<file path="src/rtl/rhd_spi_sampler_pkg.sv">
// ============================================================================
// Module      : rhd_pkg
// Description : Shared constants, FSM state encoding and command helpers for
//               the RHD2000 SPI sampling engine.
// Revision    : 1.0 - initial release
// ============================================================================
`default_nettype none

package rhd_pkg;

  // RHD2000 command words
  localparam logic [15:0] CMD_CALIBRATE = 16'h5500;
  localparam logic [15:0] CMD_DUMMY     = 16'hE800;  // READ(40)
  localparam logic [1:0]  CONVERT_OP    = 2'b00;

  // The chip returns the result of command k during frame k+2
  localparam int RHD_PIPE_DEPTH = 2;
  // Dummy frames the chip needs after CALIBRATE
  localparam int CALIB_DUMMIES  = 9;

  typedef enum logic [1:0] {
    ST_IDLE     = 2'd0,
    ST_CS_SETUP = 2'd1,
    ST_SHIFT    = 2'd2,
    ST_CS_GAP   = 2'd3
  } rhd_state_e;

  function automatic logic [15:0] convert_cmd(input logic [5:0] ch);
    return {CONVERT_OP, ch, 8'h00};
  endfunction

endpackage

`default_nettype wire

</file>
<file path="src/rtl/rhd_spi_sampler_if.sv">
// ============================================================================
// Module      : rhd_spi_sampler_if
// Description : Sample stream (valid/ready) carrying one 16-bit RHD result
//               tagged with its channel index and an end-of-sweep marker.
//               master : m_data, m_ch, m_last, m_valid out; m_ready in
//               slave  : the mirror image
// Revision    : 1.0 - initial release
// ============================================================================
`default_nettype none

interface rhd_spi_sampler_if;
  logic [15:0] m_data;
  logic [5:0]  m_ch;
  logic        m_last;
  logic        m_valid;
  logic        m_ready;

  modport master (output m_data, m_ch, m_last, m_valid, input m_ready);
  modport slave  (input m_data, m_ch, m_last, m_valid, output m_ready);
endinterface

`default_nettype wire

</file>
<file path="src/rtl/rhd_spi_sampler_frame.sv">
// ============================================================================
// Module      : rhd_spi_frame
// Description : Full-duplex 16-bit SPI frame engine (CPOL=0, registered SCK).
//               CS falls with MOSI = bit 15, CLK_DIV setup cycles, 16 SCK
//               periods (CLK_DIV low / CLK_DIV high), then CS high for
//               CS_HIGH cycles. Back-to-back frames while start is high.
// Ports       : clk, rst_n        - clock, async active-low reset
//               start             - request another frame (level)
//               tx_word           - command, latched at CS fall
//               miso              - serial data from the chip
//               cs, sck, mosi     - registered SPI pins
//               rx_word           - received word
//               done              - one-cycle pulse, rx_word complete; the
//                                   following edge ends the frame
//               active            - engine not idle
// Revision    : 1.0 - initial release
// ============================================================================
`default_nettype none

module rhd_spi_frame
  import rhd_pkg::*;
#(
  parameter int CLK_DIV = 2,
  parameter int CS_HIGH = 8
) (
  input  wire logic        clk,
  input  wire logic        rst_n,
  input  wire logic        start,
  input  wire logic [15:0] tx_word,
  input  wire logic        miso,
  output logic             cs,
  output logic             sck,
  output logic             mosi,
  output logic [15:0]      rx_word,
  output logic             done,
  output logic             active
);

  localparam int CNT_MAX = (CLK_DIV > CS_HIGH) ? CLK_DIV : CS_HIGH;
  localparam int CW      = $clog2(CNT_MAX + 1);
  localparam logic [CW-1:0] DIV_LOAD = CW'(CLK_DIV - 1);
  localparam logic [CW-1:0] GAP_LOAD = CW'(CS_HIGH - 1);

  rhd_state_e    state, state_nx;
  logic [CW-1:0] cnt, cnt_nx;
  logic [3:0]    bit_idx, bit_idx_nx;
  logic [15:0]   tx_sr, tx_sr_nx;
  logic [15:0]   rx_sr, rx_sr_nx;
  logic          cs_nx, sck_nx;
  logic          tick, last_bit;

  assign tick     = (cnt == '0);          // last cycle of the current segment
  assign last_bit = (bit_idx == 4'd0);
  assign mosi     = tx_sr[15];
  assign rx_word  = rx_sr;
  assign active   = (state != ST_IDLE);

  // State register
  always_ff @(posedge clk or negedge rst_n) begin
    if (!rst_n) begin
      state   <= ST_IDLE;
      cnt     <= '0;
      bit_idx <= '0;
      tx_sr   <= '0;
      rx_sr   <= '0;
      cs      <= 1'b1;
      sck     <= 1'b0;
    end else begin
      state   <= state_nx;
      cnt     <= cnt_nx;
      bit_idx <= bit_idx_nx;
      tx_sr   <= tx_sr_nx;
      rx_sr   <= rx_sr_nx;
      cs      <= cs_nx;
      sck     <= sck_nx;
    end
  end

  // Next-state logic
  always_comb begin
    state_nx = state;
    case (state)
      ST_IDLE:     if (start) state_nx = ST_CS_SETUP;
      ST_CS_SETUP: if (tick) state_nx = ST_SHIFT;
      ST_SHIFT:    if (tick && sck && last_bit) state_nx = ST_CS_GAP;
      ST_CS_GAP:   if (tick) state_nx = start ? ST_CS_SETUP : ST_IDLE;
      default:     state_nx = ST_IDLE;
    endcase
  end

  // Output / datapath logic
  always_comb begin
    cnt_nx     = tick ? cnt : cnt - 1'b1;
    bit_idx_nx = bit_idx;
    tx_sr_nx   = tx_sr;
    rx_sr_nx   = rx_sr;
    cs_nx      = cs;
    sck_nx     = sck;
    done       = 1'b0;
    case (state)
      ST_IDLE: begin
        if (start) begin
          cs_nx    = 1'b0;
          tx_sr_nx = tx_word;
          cnt_nx   = DIV_LOAD;
        end
      end
      ST_CS_SETUP: begin
        if (tick) begin
          cnt_nx     = DIV_LOAD;
          bit_idx_nx = 4'd15;
        end
      end
      ST_SHIFT: begin
        if (tick) begin
          cnt_nx = DIV_LOAD;
          if (!sck) begin
            // Rising SCK: capture MISO
            sck_nx   = 1'b1;
            rx_sr_nx = {rx_sr[14:0], miso};
          end else begin
            // Falling SCK: advance MOSI, or end the frame after bit 0
            sck_nx = 1'b0;
            if (last_bit) begin
              done     = 1'b1;
              cs_nx    = 1'b1;
              tx_sr_nx = '0;
              cnt_nx   = GAP_LOAD;
            end else begin
              bit_idx_nx = bit_idx - 1'b1;
              tx_sr_nx   = {tx_sr[14:0], 1'b0};
            end
          end
        end
      end
      ST_CS_GAP: begin
        if (tick && start) begin
          cs_nx    = 1'b0;
          tx_sr_nx = tx_word;
          cnt_nx   = DIV_LOAD;
        end
      end
      default: ;
    endcase
  end

endmodule

`default_nettype wire

</file>
<file path="src/rtl/rhd_spi_sampler.sv">
// ============================================================================
// Module      : rhd_spi_sampler
// Description : RHD2000 sampling engine. Sweeps NUM_CH channels with CONVERT
//               commands plus two trailing dummy reads, realigns the chip's
//               two-frame result pipeline and streams channel-tagged samples.
//               Optional macro RHD_CALIB_EN: first run after reset is
//               preceded by CALIBRATE and 9 dummy frames.
// Ports       : sysclk, sys_rst_n - clock, async active-low reset
//               adc_en            - run sweeps while high
//               rhd_miso          - chip serial data
//               rhd_cs/sck/mosi   - chip SPI pins
//               m                 - sample stream (master)
//               overflow          - sticky, a sample was dropped
//               busy              - frame engine active
// Revision    : 1.0 - initial release
// ============================================================================
`default_nettype none

module rhd_spi_sampler
  import rhd_pkg::*;
#(
  parameter int NUM_CH  = 32,
  parameter int CLK_DIV = 2,
  parameter int CS_HIGH = 8
) (
  input  wire logic         sysclk,
  input  wire logic         sys_rst_n,
  input  wire logic         adc_en,
  input  wire logic         rhd_miso,
  output logic              rhd_cs,
  output logic              rhd_sck,
  output logic              rhd_mosi,
  rhd_spi_sampler_if.master m,
  output logic              overflow,
  output logic              busy
);

  localparam logic [6:0] NUM_CH_W     = 7'(NUM_CH);
  localparam logic [6:0] LAST_FRAME   = 7'(NUM_CH + RHD_PIPE_DEPTH - 1);
  localparam logic [6:0] FIRST_RESULT = 7'(RHD_PIPE_DEPTH);

  logic [6:0]  frame;        // index of the sweep frame in flight
  logic [15:0] tx_word, rx_word;
  logic        frame_done, active, start, mid_seq, in_calib, word_done;

  rhd_spi_frame #(
    .CLK_DIV (CLK_DIV),
    .CS_HIGH (CS_HIGH)
  ) u_frame (
    .clk     (sysclk),
    .rst_n   (sys_rst_n),
    .start   (start),
    .tx_word (tx_word),
    .miso    (rhd_miso),
    .cs      (rhd_cs),
    .sck     (rhd_sck),
    .mosi    (rhd_mosi),
    .rx_word (rx_word),
    .done    (frame_done),
    .active  (active)
  );

`ifdef RHD_CALIB_EN
  logic [3:0] calib_cnt;
  logic       calib_pending;   // set by reset only, so calibration runs once

  always_ff @(posedge sysclk or negedge sys_rst_n) begin
    if (!sys_rst_n) begin
      calib_pending <= 1'b1;
      calib_cnt     <= '0;
    end else if (frame_done && calib_pending) begin
      if (calib_cnt == 4'(CALIB_DUMMIES)) begin
        calib_pending <= 1'b0;
        calib_cnt     <= '0;
      end else begin
        calib_cnt <= calib_cnt + 1'b1;
      end
    end
  end

  assign in_calib = calib_pending;
  // A started calibration sequence always runs to the end
  assign mid_seq  = (frame != '0) || (calib_pending && calib_cnt != '0);
`else
  assign in_calib = 1'b0;
  assign mid_seq  = (frame != '0);
`endif

  // A sweep in progress always finishes, regardless of adc_en
  assign start = adc_en || mid_seq;

  always_comb begin
    tx_word = (frame < NUM_CH_W) ? convert_cmd(frame[5:0]) : CMD_DUMMY;
`ifdef RHD_CALIB_EN
    if (calib_pending) tx_word = (calib_cnt == '0) ? CMD_CALIBRATE : CMD_DUMMY;
`endif
  end

  always_ff @(posedge sysclk or negedge sys_rst_n) begin
    if (!sys_rst_n) begin
      frame <= '0;
    end else if (frame_done && !in_calib) begin
      frame <= (frame == LAST_FRAME) ? '0 : frame + 1'b1;
    end
  end

  // The first RHD_PIPE_DEPTH frames of a sweep carry stale results
  assign word_done = frame_done && !in_calib && (frame >= FIRST_RESULT);
  assign busy      = active;

  always_ff @(posedge sysclk or negedge sys_rst_n) begin
    if (!sys_rst_n) begin
      m.m_data  <= '0;
      m.m_ch    <= '0;
      m.m_last  <= 1'b0;
      m.m_valid <= 1'b0;
      overflow  <= 1'b0;
    end else begin
      if (word_done && !(m.m_valid && !m.m_ready)) begin
        m.m_data  <= rx_word;
        m.m_ch    <= 6'(frame - FIRST_RESULT);
        m.m_last  <= (frame == LAST_FRAME);
        m.m_valid <= 1'b1;
      end else if (m.m_valid && m.m_ready) begin
        m.m_valid <= 1'b0;
      end

      if (word_done && m.m_valid && !m.m_ready) begin
        overflow <= 1'b1;
      end else if (!active) begin
        overflow <= 1'b0;
      end
    end
  end

endmodule

`default_nettype wire

</file>
<file path="src/flat_wrapper.sv">
// flat-port wrapper written by rule: the top's interface ports become plain ports
module rhd_spi_sampler_flat import rhd_pkg::*;
#(
  parameter int NUM_CH  = 32,
  parameter int CLK_DIV = 2,
  parameter int CS_HIGH = 8
)
  (sysclk, sys_rst_n, adc_en, rhd_miso, rhd_cs, rhd_sck, rhd_mosi, overflow, busy, m_m_data, m_m_ch, m_m_last, m_m_valid, m_m_ready);
  rhd_spi_sampler_if m_i ();
  input  wire logic sysclk;
  input  wire logic sys_rst_n;
  input  wire logic adc_en;
  input  wire logic rhd_miso;
  output logic rhd_cs;
  output logic rhd_sck;
  output logic rhd_mosi;
  output logic overflow;
  output logic busy;
  output wire logic [$bits(m_i.m_data)-1:0] m_m_data;
  output wire logic [$bits(m_i.m_ch)-1:0] m_m_ch;
  output wire logic [$bits(m_i.m_last)-1:0] m_m_last;
  output wire logic [$bits(m_i.m_valid)-1:0] m_m_valid;
  input wire logic [$bits(m_i.m_ready)-1:0] m_m_ready;
  assign m_m_data = m_i.m_data;
  assign m_m_ch = m_i.m_ch;
  assign m_m_last = m_i.m_last;
  assign m_m_valid = m_i.m_valid;
  assign m_i.m_ready = m_m_ready;
  rhd_spi_sampler #(.NUM_CH(NUM_CH), .CLK_DIV(CLK_DIV), .CS_HIGH(CS_HIGH)) u_core (.sysclk(sysclk), .sys_rst_n(sys_rst_n), .adc_en(adc_en), .rhd_miso(rhd_miso), .rhd_cs(rhd_cs), .rhd_sck(rhd_sck), .rhd_mosi(rhd_mosi), .m(m_i), .overflow(overflow), .busy(busy));
endmodule
</file>
<file path="config.mk">
export PLATFORM = sky130hd
export DESIGN_NAME = rhd_spi_sampler_flat
export DESIGN_NICKNAME = d
export VERILOG_FILES = /design/src/rtl/rhd_spi_sampler_pkg.sv /design/src/rtl/rhd_spi_sampler_if.sv /design/src/rtl/rhd_spi_sampler_frame.sv /design/src/rtl/rhd_spi_sampler.sv /design/src/flat_wrapper.sv
export SDC_FILE = /design/constraint.sdc
export NUM_CORES = 1
export LEC_CHECK = 0
export CAP_MARGIN = 20
export CORE_MARGIN = 8
export CORE_UTILIZATION = 30
export CTS_CLUSTER_DIAMETER = 30
export CTS_CLUSTER_SIZE = 25
export DETAILED_ROUTE_END_ITERATION = 10
export PLACE_DENSITY = 0.48
export SYNTH_ARGS = -nofsm -noshare
export SYNTH_HDL_FRONTEND = slang
export SYNTH_SLANG_ARGS = --single-unit
export TNS_END_PERCENT = 30
</file>
<file path="constraint.sdc">
create_clock -name sysclk -period 2.8 [get_ports sysclk]
set_input_delay 0.7 -clock sysclk [delete_from_list [all_inputs] [get_ports sysclk]]
set_output_delay 0.7 -clock sysclk [all_outputs]
set_load 0.02 [all_outputs]
</file>
==> flow_metrics.py <==
metrics = {
    "run_status": {
        "outcome": "finished clean",
    },
    "global_routing": {
        "grt_usage": 0.09711,
        "grt_pass1_wl_um": 11510,
        "grt_start_max_net_pins": 69,
        "grt_remaining_overflow": 0,
        "antenna_found_initial": 0,
        "grt_pass1_vias": 2265,
    },
    "synth": {
        "synthSimpleGateAreaFrac": 0.09757,
        "yosysSeqAreaShare": 0.5088,
        "yosysWarnings": 0,
        "synth_xor_area_frac": 0.01308,
        "synthCells": 272,
        "synthAdderAreaFrac": 0.04860,
        "synth_compound_area_frac": 0.1069,
        "yosysUniqueCellTypes": 49,
        "synthMuxAreaShare": 0.1791,
        "synth_top_family_by_area": "multiplexers",
        "synth-seq-cells": 68,
        "synth-edff-count": 0,
        "synth-async-reset-ratio": 1.000,
        "ys.flop_type": "dfrtp_1",
        "netlist_area_sq_um": 3347,
        "synthesis.nets": 290,
        "avgSynthCellArea_sq_um": 12.31,
    },
    "clock_tree": {
        "post_cts_resize_count": 0,
        "root_buffer": "clkbuf_8",
        "cts_tree": "done",
        "cts.sinks": 68,
        "cts_buffer_depth": 2,
        "ctsHoldBuffers": 0,
        "clock_latency_ns": 0.34,
        "htreeDepth": 3,
        "clk_pin_slew_worst_paths_ns": 0.08,
        "cts_setup_buffers": 0,
        "cts_buffers": 9,
    },
    "sta": {
        "period_share": 0.8457,
        "worst_pin_slew_ns": 1.027,
        "hold_viol_final": 0,
        "fin_setup_tns_ns": 0,
        "setup_viol_count_final": 0,
        "relSlewSlack": 0.3123,
        "finalMaxSlewViolations": 0,
        "rsz0062_at_grt": "no",
        "finalCriticalPeriod_ns": 2.368,
        "worst_clock_skew_ns": 0.01090,
        "hold_ws_ns": 0.3618,
        "clock.fmax_mhz": 422.3,
    },
    "setup_path": {
        "crit_start": "u_core.frame[1]$_DFFE_PN0P_",
        "required_ns": 3.03,
        "cp-endpoint": "u_core.m.m_data[0]$_DFFE_PN0P_",
        "rr_worst_depth": 5,
        "slowest_delay_ns": 0.85,
        "crit_cells": 5,
        "critPathCaptureType": "flip-flop",
        "r2r-start": "u_core.frame[1]$_DFFE_PN0P_",
        "cp_cell_sequence": "inv_1, ha_1, nand2_1, o211ai_4, mux2_2",
        "worstSetupPathType": "reg -> reg",
        "path_delay_family": "compound AO/OA/AOI/OAI gates",
        "start_kind": "flip-flop",
        "cp.buffers_inverters": 1,
        "arrival_ns": 2.60,
        "r2r_end": "u_core.m.m_data[0]$_DFFE_PN0P_",
        "worstPathMaxFanout": 23,
        "r2r_slack_ns": 0.43,
        "slowest_stage": "o211ai_4",
    },
    "floorplan": {
        "rows": 38,
        "fp.dieW_um": 121.6,
        "initial_utilization": 0.3074,
        "core_area_sq_um": 10890,
        "dieArea_sq_um": 14790,
        "chipHeight_um": 121.6,
        "io_pins": 34,
    },
    "min_path": {
        "hold_path.class": "in -> async",
    },
    "layout": {
        "layout-drive-gt1-share": 0.2421,
        "nets": 331,
        "diodes": 0,
        "syn_to_final_growth_pct": 21.57,
        "regArea_sq_um": 1703,
        "multiInputGateArea_sq_um": 1490,
        "nFillCells": 1085,
    },
    "route": {
        "drtAntennaViolNets": 0,
        "drt-initial-drc-count": 68,
        "vias_per_cell": 4.793,
        "firstDrtPassIters": 4,
        "drcViolationCount": 0,
        "wl_um": 6778,
        "vias": 2195,
        "wl_per_cell_um": 14.80,
    },
    "flow_run": {
        "maxCapViolCount": 0,
    },
    "place": {
        "gp_congestion": 0.7568,
        "dp.final_hpwl_um": 4757,
        "portBuffers": 33,
    },
    "pwr": {
        "leakage_nw": 1.915,
        "ir_drop_v": 0.0004830,
        "power_density_nw_per_um2": 755.5,
    },
}
==> how the worst min path moves through the flow <==
stage               slack [ns]  depth (start not counted)                                    end
floorplan                 0.40                          0            u_core.frame[0]$_DFFE_PN0P_
global placement          0.49                          1   u_core.u_frame.tx_sr[11]$_DFFE_PN0P_
detailed placement        0.50                          1   u_core.u_frame.tx_sr[11]$_DFFE_PN0P_
CTS                       0.37                          2    u_core.u_frame.tx_sr[8]$_DFFE_PN0P_
global route              0.39                          2  u_core.u_frame.bit_idx[2]$_DFFE_PN0P_
finish                    0.36                          2  u_core.u_frame.bit_idx[0]$_DFFE_PN0P_
==> Yosys cell counts, types with 2 or more instances <==
library cell	count	share of area
dfrtp_1	67	0.50
mux2_2	23	0.077
inv_1	22	0.025
mux2_4	18	0.081
o21ai_0	14	0.021
ha_1	13	0.049
a21oi_1	10	0.015
nor3_1	8	0.012
mux2i_1	7	0.021
nand2_1	7	0.0079
nand3_1	7	0.010
clkbuf_1	6	0.0067
nor2_1	6	0.0067
nand4_1	5	0.0093
a31oi_1	4	0.0075
o2bb2ai_1	4	0.010
or3_1	4	0.0075
a22o_1	3	0.0079
a22oi_1	3	0.0067
buf_2	3	0.0045
xnor2_1	3	0.0079
a211oi_1	2	0.0045
and3_1	2	0.0037
buf_6	2	0.0067
nand2b_1	2	0.0037
nand3b_1	2	0.0045
o31ai_1	2	0.0045
xor2_1	2	0.0052
==> final cells by class <==
| class | count | area share |
|---|---|---|
| inverters | 23 | 0.02122 |
| clock inverters | 7 | 0.02030 |
| flip-flops and latches | 68 | 0.4185 |
| well taps | 140 | 0.04305 |
| multi-input cells | 169 | 0.3662 |
| clock buffers | 9 | 0.03044 |
| repair buffers | 42 | 0.1002 |
==> layer usage <==
metal	part of all wire	vias to the layer above	GRT usage
met4	0.014	0	0.03855
met5	0	-	0
li1	-	1059	-
met2	0.47	38	0.1477
met3	0.047	8	0.02823
met1	0.47	1090	0.1274
==> cell usage in the layout (no fill, tap or decap), types with 2 or more instances in the layout <==
cell              n
ha_1             13
a21oi_1          10
mux2_4           18
nand3_1           7
inv_1            22
nor3_1            8
xor2_1            2
nand2_1           7
clkinvlp_4        2
nand3b_1          2
or3_1             4
mux2_2           23
a22o_1            3
a22oi_1           3
and3_1            2
inv_6             2
mux2i_1           7
a31oi_1           4
dfrtp_1          67
o21ai_0          14
o31ai_1           2
clkbuf_8          9
o2bb2ai_1         4
a211oi_1          2
xnor2_1           3
clkdlybuf4s50_1  31
nor2_1            6
nand4_1           5
buf_4             8
nand2b_1          2
==> flip-flops by register name (all words and copies together), names as in the netlist <==
register                count
u_core.u_frame.tx_sr        8
u_core.u_frame.bit_idx      4
u_core.m.m_data            16
u_core.m.m_last             1
u_core.m.m_valid            1
u_core.frame                7
u_core.u_frame.rx_word     16
u_core.overflow             1
u_core.u_frame.cs           1
u_core.u_frame.sck          1
u_core.u_frame.cnt          4
u_core.u_frame.state        2
u_core.m.m_ch               6
==> worst register-to-register path, cell delays in order, from the launching register on <==
cell and delay (ns):
dfrtp_1 0.45, inv_1 0.18, ha_1 0.23, nand2_1 0.14, o211ai_4 0.85, mux2_2 0.42
==> power by group <==
group	internal, mW	switching (mW)
clock network	0.425	0.414
registers	1.10	0.129
logic	0.441	0.566
==> metrics by stage <==
stage / setup slack [ns] / util / instances / area [sq um] / power, mW
3_5_place_dp: 0.3032 / 0.3545 / 442 / 3860 / 2.265
2_1_floorplan: 0.8165 / - / 272 / 3347 / 1.999
4_1_cts: 0.05269 / 0.3735 / 458 / 4066 / 3.128
6_report: 0.4320 / 0.3737 / 458 / 4069 / 3.074
3_3_place_gp: 0.3566 / 0.3545 / 442 / 3860 / 2.257
5_1_grt: 0.2320 / 0.3737 / 458 / 4069 / 3.285
==> logic make-up after synthesis <==
kind of cell             Yosys count
AO/OA/AOI/OAI                     51
XOR/XNOR                           5
adder cells (fa/ha/maj)           13
buffers and inverters             35
flip-flops                        68
multiplexers                      48
AND/OR/NAND/NOR                   52
(Power assumes the default switching activity.)
